`src/rtl/mem_lsu.sv`:
```
`timescale 1ns/1ps
`default_nettype none
// +--------------------------------------------------------------------------+
// | Module   : mem_lsu                                                        |
// | Purpose  : Load/store initiator for the OTTER multicycle core. Accepts    |
// |            one byte-addressed CPU access at a time, checks alignment,     |
// |            drives a single-port byte-enable BRAM (1-cycle registered      |
// |            read) and returns sign/zero-extended load data together with   |
// |            a one-cycle response pulse.                                    |
// | Ports    : clk, rst_n (synchronous, active low)                          |
// |            req_valid/req_ready/req_we/req_size/req_unsigned/req_addr/     |
// |            req_wdata    : CPU request side                                |
// |            resp_valid/resp_rdata/resp_err : CPU response side             |
// |            bram_rd/bram_we/bram_addr/bram_data/bram_out : BRAM side       |
// | Options  : define MEM_RANGE_CHECK_EN to flag requests whose address bits  |
// |            above the BRAM word range are nonzero as errors; otherwise     |
// |            those bits are dropped and the address wraps.                 |
// | Revision : 1.0 - initial release                                          |
// +--------------------------------------------------------------------------+
module mem_lsu #(
    parameter int RAM_ADDR_WIDTH = 13,
    parameter int RAM_BUS_WIDTH  = 32
) (
    input  logic                      clk,
    input  logic                      rst_n,
    input  logic                      req_valid,
    output logic                      req_ready,
    input  logic                      req_we,
    input  logic [1:0]                req_size,
    input  logic                      req_unsigned,
    input  logic [31:0]               req_addr,
    input  logic [31:0]               req_wdata,
    output logic                      resp_valid,
    output logic [31:0]               resp_rdata,
    output logic                      resp_err,
    output logic                      bram_rd,
    output logic [3:0]                bram_we,
    output logic [RAM_ADDR_WIDTH-1:0] bram_addr,
    output logic [RAM_BUS_WIDTH-1:0]  bram_data,
    input  logic [RAM_BUS_WIDTH-1:0]  bram_out
);

    localparam logic [1:0] c_IDLE   = 2'd0;
    localparam logic [1:0] c_ACCESS = 2'd1;
    localparam logic [1:0] c_WAIT   = 2'd2;
    localparam logic [1:0] c_RESP   = 2'd3;

    localparam logic [1:0] c_SZ_BYTE = 2'b00;
    localparam logic [1:0] c_SZ_HALF = 2'b01;
    localparam logic [1:0] c_SZ_WORD = 2'b10;

    logic [1:0]                r_state;
    logic [1:0]                w_next_state;

    logic                      r_we;
    logic [1:0]                r_size;
    logic                      r_uns;
    logic [1:0]                r_off;
    logic                      r_err;
    logic [RAM_ADDR_WIDTH-1:0] r_waddr;
    logic [3:0]                r_mask;
    logic [31:0]               r_bdata;
    logic [31:0]               r_rdata;

    logic                      w_accept;
    logic [1:0]                w_off;
    logic                      w_misalign;
    logic                      w_range_err;
    logic                      w_req_err;
    logic [3:0]                w_mask;
    logic [31:0]               w_wdata_rep;
    logic [7:0]                w_ld_byte;
    logic [15:0]               w_ld_half;
    logic [31:0]               w_load_ext;

    assign w_accept = req_valid && (r_state == c_IDLE);
    assign w_off    = req_addr[1:0];

    assign w_misalign = (req_size == 2'b11)
                     || ((req_size == c_SZ_HALF) && w_off[0])
                     || ((req_size == c_SZ_WORD) && (w_off != 2'b00));

`ifdef MEM_RANGE_CHECK_EN
    assign w_range_err = |req_addr[31:RAM_ADDR_WIDTH+2];
`else
    // Upper address bits are intentionally dropped so the address wraps.
    logic [31-(RAM_ADDR_WIDTH+2):0] w_unused_addr_hi;
    assign w_unused_addr_hi = req_addr[31:RAM_ADDR_WIDTH+2];
    assign w_range_err      = 1'b0;
`endif

    assign w_req_err = w_misalign || w_range_err;

    // Byte-lane mask and lane-replicated write data, computed at accept time
    // so the ACCESS cycle only has to gate registered values onto the bus.
    always_comb begin
        w_mask      = 4'b0000;
        w_wdata_rep = req_wdata;
        case (req_size)
            c_SZ_BYTE: begin
                w_mask      = 4'b0001 << w_off;
                w_wdata_rep = {4{req_wdata[7:0]}};
            end
            c_SZ_HALF: begin
                w_mask      = w_off[1] ? 4'b1100 : 4'b0011;
                w_wdata_rep = {2{req_wdata[15:0]}};
            end
            default: begin
                w_mask      = 4'b1111;
                w_wdata_rep = req_wdata;
            end
        endcase
    end

    // Lane extraction from the BRAM word; halves are always 16-bit aligned
    // here because misaligned halves never reach the BRAM.
    assign w_ld_byte = bram_out[{r_off, 3'b000} +: 8];
    assign w_ld_half = bram_out[{r_off[1], 4'b0000} +: 16];

    always_comb begin
        w_load_ext = bram_out;
        case (r_size)
            c_SZ_BYTE: w_load_ext = r_uns ? {24'd0, w_ld_byte}
                                          : {{24{w_ld_byte[7]}}, w_ld_byte};
            c_SZ_HALF: w_load_ext = r_uns ? {16'd0, w_ld_half}
                                          : {{16{w_ld_half[15]}}, w_ld_half};
            default:   w_load_ext = bram_out;
        endcase
    end

    // State register
    always_ff @(posedge clk) begin
        if (!rst_n) begin
            r_state <= c_IDLE;
        end else begin
            r_state <= w_next_state;
        end
    end

    // Next-state logic
    always_comb begin
        w_next_state = r_state;
        case (r_state)
            c_IDLE: begin
                if (w_accept) begin
                    w_next_state = w_req_err ? c_RESP : c_ACCESS;
                end
            end
            c_ACCESS: w_next_state = r_we ? c_RESP : c_WAIT;
            c_WAIT:   w_next_state = c_RESP;
            c_RESP:   w_next_state = c_IDLE;
            default:  w_next_state = c_IDLE;
        endcase
    end

    // Request capture and load-data register. The response data is cleared
    // on every accept so stores and errors return zero.
    always_ff @(posedge clk) begin
        if (!rst_n) begin
            r_we    <= 1'b0;
            r_size  <= 2'b00;
            r_uns   <= 1'b0;
            r_off   <= 2'b00;
            r_err   <= 1'b0;
            r_waddr <= '0;
            r_mask  <= 4'b0000;
            r_bdata <= 32'd0;
            r_rdata <= 32'd0;
        end else begin
            if (w_accept) begin
                r_we    <= req_we;
                r_size  <= req_size;
                r_uns   <= req_unsigned;
                r_off   <= w_off;
                r_err   <= w_req_err;
                r_waddr <= req_addr[RAM_ADDR_WIDTH+1:2];
                r_mask  <= w_mask;
                r_bdata <= w_wdata_rep;
                r_rdata <= 32'd0;
            end else if (r_state == c_WAIT) begin
                r_rdata <= w_load_ext;
            end
        end
    end

    // Strobes are decoded from the state register only, so they are
    // mutually exclusive and confined to ACCESS by construction.
    assign req_ready  = (r_state == c_IDLE);
    assign bram_rd    = (r_state == c_ACCESS) && !r_we;
    assign bram_we    = ((r_state == c_ACCESS) && r_we) ? r_mask : 4'b0000;
    assign bram_addr  = r_waddr;
    assign bram_data  = r_bdata;
    assign resp_valid = (r_state == c_RESP);
    assign resp_err   = (r_state == c_RESP) && r_err;
    assign resp_rdata = r_rdata;

endmodule
`default_nettype wire

```
`config.mk`:
```
export PLATFORM = sky130hd
export DESIGN_NAME = mem_lsu
export DESIGN_NICKNAME = d
export VERILOG_FILES = /design/src/rtl/mem_lsu.sv
export SDC_FILE = /design/constraint.sdc
export NUM_CORES = 1
export LEC_CHECK = 0
export ABC_CLOCK_PERIOD_IN_PS = 1400
export CAP_MARGIN = 20
export CORE_UTILIZATION = 38
export DETAILED_ROUTE_END_ITERATION = 12
export HOLD_SLACK_MARGIN = 0.06
export PLACE_DENSITY = 0.76
export SYNTH_ARGS = -nofsm -noshare
export SYNTH_HDL_FRONTEND = slang
export SYNTH_SLANG_ARGS = --single-unit
```
`constraint.sdc`:
```
create_clock -name clk -period 1.4 [get_ports clk]
set_clock_uncertainty 0.1 [all_clocks]
set_input_delay 0.14 -clock clk [delete_from_list [all_inputs] [get_ports clk]]
set_output_delay 0.14 -clock clk [all_outputs]
set_load 0.01 [all_outputs]
```
==> summary.txt, run 1 <==
Status: finished, violations left
Failing checks: setup timing
Total clock sinks: 90
Power Density: 1560 mW/mm^2
Cells after synthesis: 502
Max-slew headroom: 0.650
CP Capture Type: output port
Die width: 107 microns
Fin crit share: 1.11
RSZ-0062 raised after global routing: yes
Register area: 0.00181 sq mm
Pins Over Slew Limit: 0
Synth area leader: dfxtp_1
Hold Fails Final Rpt: 0
Setup WS post-layout: -0.148 ns
Setup CP Type: reg -> out
Crit path max fanout: 6
Die H: 107 microns
WL/cell: 16.8 microns
Drt drc: 0
Congestion Overflow GR: 0
Commonest non-fill, non-tap cells in the layout: 131 x nand2_1, 86 x dfxtp_1, 84 x clkdlybuf4s50_1, 77 x dlygate4sd2_1, 39 x buf_4
Synth-to-Final Area Change: 64.0%
Req. time, crit path: 1.16 ns
Final std cells w/o fill: 843
I/O Buffers: 170
TritonCTS clock tree: yes
Setup violators final: 96
Layout Nets: 809
Synthesized area: 0.00419 sq mm
Commonest non-fill, non-tap cell in the layout: nand2_1
Critical-path cell list: buf_4 > ha_4 > and3_4 > buf_6
Mean area per synthesized cell: 8.34 sq um
Final Wtd Congestion: 0.861
Minimum clock period: 1.55 ns
Vias per cell: 5.27
Final wirelength: 14200 microns
I/O pin count: 188
Multi-input logic area: 0.00240 sq mm
Asr flop ratio synth: 0
Placed cell area: 0.00638 sq mm
Worst-margin pin slew: 0.523 ns
Top cell type's share of synthesized area: 0.430
H-tree Lvls: 3
DR vias: 4446
Num rows: 37
Synthesized flop and latch total: 90
GRT Util Overall: 0.240
CTS Buf Count: 9
HP Class: in -> reg
Synth warn: 0
Setup TNS: -7.14 ns
DR iter-0 viols: 210
Post-Synthesis Net Count: 610
Synth Flop Type: dfxtp_1
First drt pass iteration count: 8
Filler Cell Count: 877
Design area: 0.00687 sq mm
Post-synth cell types: 38
Pleak: 3.09 nW
Largest cells by area after synthesis: dfxtp_1 43%, nand2_1 12%, a21boi_0 6.6%
Vias in the first global route: 4381
Worst-case clock buffer depth: 2
Antenna viol nets, final: 0
Die ar.: 0.0114 sq mm
First-pass GRT wire length: 21500 microns
Maxcap violations: 0
CTS Root Cell: clkbuf_8
Critical Path Slowest Stage Cell: dfxtp_2
CTS clk-pin slew, worst paths: 0.09 ns
Layout cells sized above 1: 0.215
Largest net degree at the start of global routing: 47
Max stage delay on crit path: 0.34 ns
Worst path arrival time: 1.31 ns
Sequential-to-total area share from yosys stat: 0.430
Placed cells: 815
Antenna violations before repair: 0
Initial Util: 0.398
Final total power: 10.7 mW
Fin util: 0.654
Max frequency: 0.646 GHz
Worst-skew pair later-pin latency: 0.36 ns
Core ar.: 0.0105 sq mm
EDFF count, synth: 0
Setup crit start kind: flip-flop
Max VDD drop: 0.736 mV
Dpl hpwl: 10200 microns
## critical path: cells and delay by family (launching register included)
| kind | cells | cell delay, ns |
|---|---|---|
| adder cells (fa/ha/maj) | 1 | 0.18 |
| buffers and inverters | 2 | 0.24 |
| flip-flops | 1 | 0.34 |
| AND/OR/NAND/NOR | 1 | 0.18 |
## layer usage
metal	GRT usage	wire length (microns)
met1	0.262	5360
met2	0.442	7270
met3	0.0675	1180
met4	0.0832	354
met5	0	0
## sequential cells by signal, summed over array words and instances, names as in the netlist
name,count
r_err,1
bram_addr,13
r_uns,1
r_mask,4
bram_data,32
r_we,1
r_off,2
r_size,2
resp_rdata,32
r_state,2
## path summary, 6_finish.rpt
check | from | to | slack [ns] | cells after the start
worst min-delay path | rst_n | r_mask[2]$_SDFFE_PN0P_ | 0.12 | 4
worst max register to register | r_state[0]$_SDFFE_PN0P_ | resp_rdata[26]$_SDFFE_PP0N_ | -0.14 | 8
worst max-delay path | r_state[0]$_SDFFE_PN0P_ | bram_we[3] | -0.15 | 4
worst min register to register | bram_data[1]$_SDFFE_PN0P_ | bram_data[1]$_SDFFE_PN0P_ | 0.35 | 2
## logic make-up (layout without fill, tap and decap cells)
| group | Yosys count | count (layout) | share of synthesized area |
|---|---|---|---|
| AND/OR/NAND/NOR | 162 | 162 | 0.159 |
| multiplexers | 35 | 35 | 0.0879 |
| buffers and inverters | 46 | 250 | 0.0484 |
| AO/OA/AOI/OAI | 164 | 164 | 0.260 |
| other | 0 | 1 | 0 |
| flip-flops | 90 | 90 | 0.430 |
| adder cells (fa/ha/maj) | 5 | 5 | 0.0149 |
## synth_stat cells (2+ instances only)
cell / instances
o211a_1: 16
a22oi_1: 6
a21boi_0: 37
nand3_1: 8
mux2i_1: 21
and2_1: 3
ha_1: 5
o21ai_0: 51
buf_6: 2
nand2b_1: 3
buf_1: 2
o221ai_1: 7
a21oi_2: 4
nor2_1: 5
dfxtp_1: 90
nand2_1: 133
and3_1: 4
mux2_2: 14
buf_2: 8
a21oi_1: 29
inv_1: 6
a31oi_1: 7
clkbuf_1: 26
## cell type report
type | count | area share
Timing Repair Buffer | 228 | 0.329
Clock inverter | 4 | 0.00729
Inverter | 6 | 0.00401
Tap cell | 136 | 0.0248
Antenna cell | 1 | 0.000364
Sequential cell | 90 | 0.263
Multi-Input combinational cell | 366 | 0.349
Clock buffer | 12 | 0.0226
## power breakdown
| group | switching, mW | total, mW | internal (mW) | leakage, nW |
|---|---|---|---|---|
| clock network | 0.927 | 1.85 | 0.921 | 0.0986 |
| registers | 0.440 | 3.68 | 3.24 | 0.739 |
| logic | 2.53 | 5.16 | 2.63 | 2.25 |
| total | 3.90 | 10.7 | 6.80 | 3.09 |
## repair_timing
action	in CTS	in global routing
hold buffers	0	0
buffers inserted	1	5
setup endpoints to repair	173	96
resized for setup	171	46
cloned	1	4
endpoints found under the hold margin	0	0
pin swaps	7	2
## per-stage QoR
step / hold WS [ns] / worst slack (ns)
after floorplan: 0.174 / 0.000437
after global placement: 0.351 / -0.193
after detailed placement: 0.357 / -0.249
after CTS: 0.111 / -0.164
after global routing: 0.133 / -0.186
final: 0.121 / -0.148
(Power assumes the default switching activity.)
==> inputs of run 2 (changes only) <==
Settings changed: ABC_AREA from default to 1, SETUP_SLACK_MARGIN from default to 0.02.
==> run 2 against run 1 <==
The run still ends with setup timing left. Via count is 1.3% higher. Synthesized cell count is 6.4% higher. Wire length is 3.1% higher. Clock-buffer cell count is 3 lower. Fmax is 2.8% lower. Largest cell class is now non-clock buffers. Setup slack worse by 0.044 ns. Critical path depth is 5 higher. Non-clock buffer count is 5 higher. Highest routed layer unchanged. Critical path type is now reg -> reg. Sequential cell count stayed put. Sequential share of layout area hardly changed. Register-to-register slack worse by 0.05 ns.
==> summary.txt, run 2 <==
Vias in the first global route: 4227 (-3.5%)
FF-to-FF End: bram_data[4]$_SDFFE_PN0P_
CTS clk-pin slew, worst paths: 0.10 ns (about the same)
Inserted Diodes: 0 (-1)
Max frequency: 0.628 GHz (-2.8%)
Placed cells: 863 (+5.9%)
Most numerous cell in the Yosys netlist: nand2_1
Minimum clock period: 1.59 ns (+0.0440 ns)
CTS Buf Count: 9 (unchanged)
Layout cells sized above 1: 0.227 (+0.0118)
Dpl hpwl: 10400 microns (+1.5%)
Failing checks: setup timing
RSZ-0062 raised after global routing: yes
Die width: 106 microns (-0.86%)
Synth Flop Type: dfxtp_1
Cells after synthesis: 534 (+6.4%)
Antenna viol nets, final: 0 (unchanged)
Post-synth top cells: 132 x nand2_1, 90 x dfxtp_1, 46 x o21ai_0
Hold Fails Final Rpt: 0 (unchanged)
Core ar.: 0.0104 sq mm (-0.88%)
Worst-case hold slack: 0.285 ns (+0.165 ns)
Multi-input logic area: 0.00218 sq mm (-8.9%)
Maxcap violations: 0 (unchanged)
Crit path max fanout: 9 (+3)
Largest cells by area after synthesis: dfxtp_1 44%, nand2_1 12%, o21ai_0 5.6%
First-pass GRT wire length: 21500 microns (about the same)
DR iter-0 viols: 269 (+28%)
Worst Reg-to-Reg Cells: 9 (+1)
Worst hold start: req_wdata[29]
Register area: 0.00181 sq mm (about the same)
Setup crit start kind: flip-flop
Synth-to-Final Area Change: 66.6%
I/O pin count: 188 (unchanged)
Sequential-to-total area share from yosys stat: 0.438 (+0.00772)
H-tree Lvls: 3 (unchanged)
Asr flop ratio synth: 0 (unchanged)
Post-synth cell types: 35 (-7.9%)
Critical R2R Launch: r_state[1]$_SDFFE_PN0P_
Req. time, crit path: 1.55 ns (+0.39 ns)
Setup CP Type: reg -> reg
Num rows: 37 (unchanged)
I/O Buffers: 170 (unchanged)
Drt drc: 0 (unchanged)
Pins Over Slew Limit: 0 (unchanged)
Synthesized area: 0.00411 sq mm (-1.8%)
Commonest non-fill, non-tap cell in the layout: nand2_1
Reg2reg setup slack: -0.19 ns (-0.05 ns)
Setup violators final: 93 (-3.1%)
TritonCTS clock tree: yes
Worst-case clock buffer depth: 2 (unchanged)
EDFF count, synth: 0 (unchanged)
Hold Buf Count CTS: 0 (unchanged)
Congestion Overflow GR: 0 (unchanged)
Initial Util: 0.395 (-0.00355)
Max VDD drop: 1.56 mV (+110%)
Synth warn: 0 (unchanged)
Top cell type's share of synthesized area: 0.438 (+0.00772)
GRT Util Overall: 0.243 (+0.00278)
Largest net degree at the start of global routing: 38 (-19%)
Final Wtd Congestion: 0.917 (+6.6%)
WL/cell: 16.4 microns (-2.2%)
Final wirelength: 14600 microns (+3.1%)
Hold depth: 3 (-1)
Final std cells w/o fill: 889 (+5.5%)
First drt pass iteration count: 7 (-1)
Post-Synthesis Net Count: 642 (+5.2%)
Die ar.: 0.0112 sq mm (-1.7%)
Antenna violations before repair: 0 (unchanged)
Pleak: 3.20 nW (+3.8%)
Worst-skew pair later-pin latency: 0.36 ns (about the same)
Layout Nets: 856 (+5.8%)
Commonest non-fill, non-tap cells in the layout: 128 x nand2_1, 87 x dfxtp_1, 85 x clkdlybuf4s50_1, 77 x dlygate4sd2_1, 40 x buf_4
HP Class: in -> reg
Setup WS post-layout: -0.192 ns (-0.0440 ns)
DR vias: 4504 (+1.3%)
Filler Cell Count: 876 (-0.11%)
Vias per cell: 5.07 (-3.9%)
Hold endpoint: bram_data[29]$_SDFFE_PN0P_
Worst path arrival time: 1.74 ns (+0.43 ns)
CP Capture Type: flip-flop
Max-slew headroom: 0.559 (-0.0912)
Synth area leader: dfxtp_1
Power Density: 1650 mW/mm^2 (+6.0%)
Synthesized flop and latch total: 90 (unchanged)
Fin crit share: 1.14 (+0.0315)
Status: finished, violations left
Die H: 106 microns (-0.86%)
Mean area per synthesized cell: 7.70 sq um (-7.7%)
Total clock sinks: 90 (unchanged)
Worst-margin pin slew: 0.661 ns (+0.139 ns)
CTS Root Cell: clkbuf_8
## run 2: cell types whose count changed in the layout (fill, tap and decap cells not counted), sizes merged, moves of 14 or more
cell    before  now
o211a       16    0
a21boi      38    0
mux2i       21    0
inv          6   49
a22o         0   22
nor2         5   45
mux2        14    0
a21oi       33   52
## run 2: stage by stage
stage          area [sq um]  setup TNS, ns  power [mW]  setup WS [ns]  utilization
4_1_cts                6520         -10.75        10.7         -0.173        0.626
3_3_place_gp           6340         -13.39        9.10         -0.220        0.609
2_1_floorplan          4150         -0.538        6.48        -0.0374            -
5_1_grt                6850         -18.84        12.0         -0.271        0.658
3_5_place_dp           6340         -15.68        9.21         -0.232        0.609
6_report               6850         -12.56        11.3         -0.192        0.658
## run 2: cell families after synthesis
family	share of synthesized area
compound gates	0.239
fa+ha+maj	0.0152
buf+inv	0.0891
flops	0.438
simple gates	0.219
## run 2: what timing repair did
item / CTS / global route
endpoints found under the hold margin: 0 / 0
gates cloned: 0 / 7
setup endpoints to repair: 175 / 98
gates resized for setup: 158 / 45
setup buffers: 1 / 2
pin swaps: 8 / 7
## run 2: how the worst max path moves through the flow
stage | endpoint | start | depth (start not counted)
5_1_grt | resp_rdata[19]$_SDFFE_PP0N_ | r_state[1]$_SDFFE_PN0P_ | 9
2_1_floorplan | resp_rdata[28]$_SDFFE_PP0N_ | r_state[1]$_SDFFE_PN0P_ | 9
3_5_place_dp | bram_data[13]$_SDFFE_PN0P_ | req_size[1] | 7
4_1_cts | resp_rdata[19]$_SDFFE_PP0N_ | r_state[1]$_SDFFE_PN0P_ | 9
3_3_place_gp | r_state[1]$_SDFFE_PN0P_ | req_size[1] | 7
6_report | bram_data[4]$_SDFFE_PN0P_ | r_state[1]$_SDFFE_PN0P_ | 9
## run 2: worst max-delay path: stages (launching register included)
cell and delay [ns]:
dfxtp_2 0.34, inv_2 0.06, buf_6 0.10, ha_4 0.17
nand2_8 0.07, inv_8 0.10, nor2_4 0.05, buf_12 0.15
clkbuf_16 0.15, a22o_1 0.17
## run 2: where the power goes
group	switching, mW	internal (mW)
Clock	0.994	0.655
Combinational	3.14	2.82
Sequential	0.413	3.28
## run 2: routing by layer
metal / global-route usage / part of all wire / up-vias
met3: 0.0399 / 0.054 / 27
met1: 0.319 / 0.44 / 2085
met5: 0 / 0 / -
li1: - / - / 2218
met2: 0.400 / 0.48 / 174
met4: 0.0893 / 0.022 / 0
## run 2: area by class of cell
| cell class | instances | area share |
|---|---|---|
| repair buffers | 233 | 0.337 |
| flip-flops and latches | 90 | 0.264 |
| multi-input cells | 366 | 0.319 |
| well taps | 136 | 0.0248 |
| clock buffers | 9 | 0.0181 |
| inverters | 48 | 0.0301 |
| clock inverters | 7 | 0.00749 |
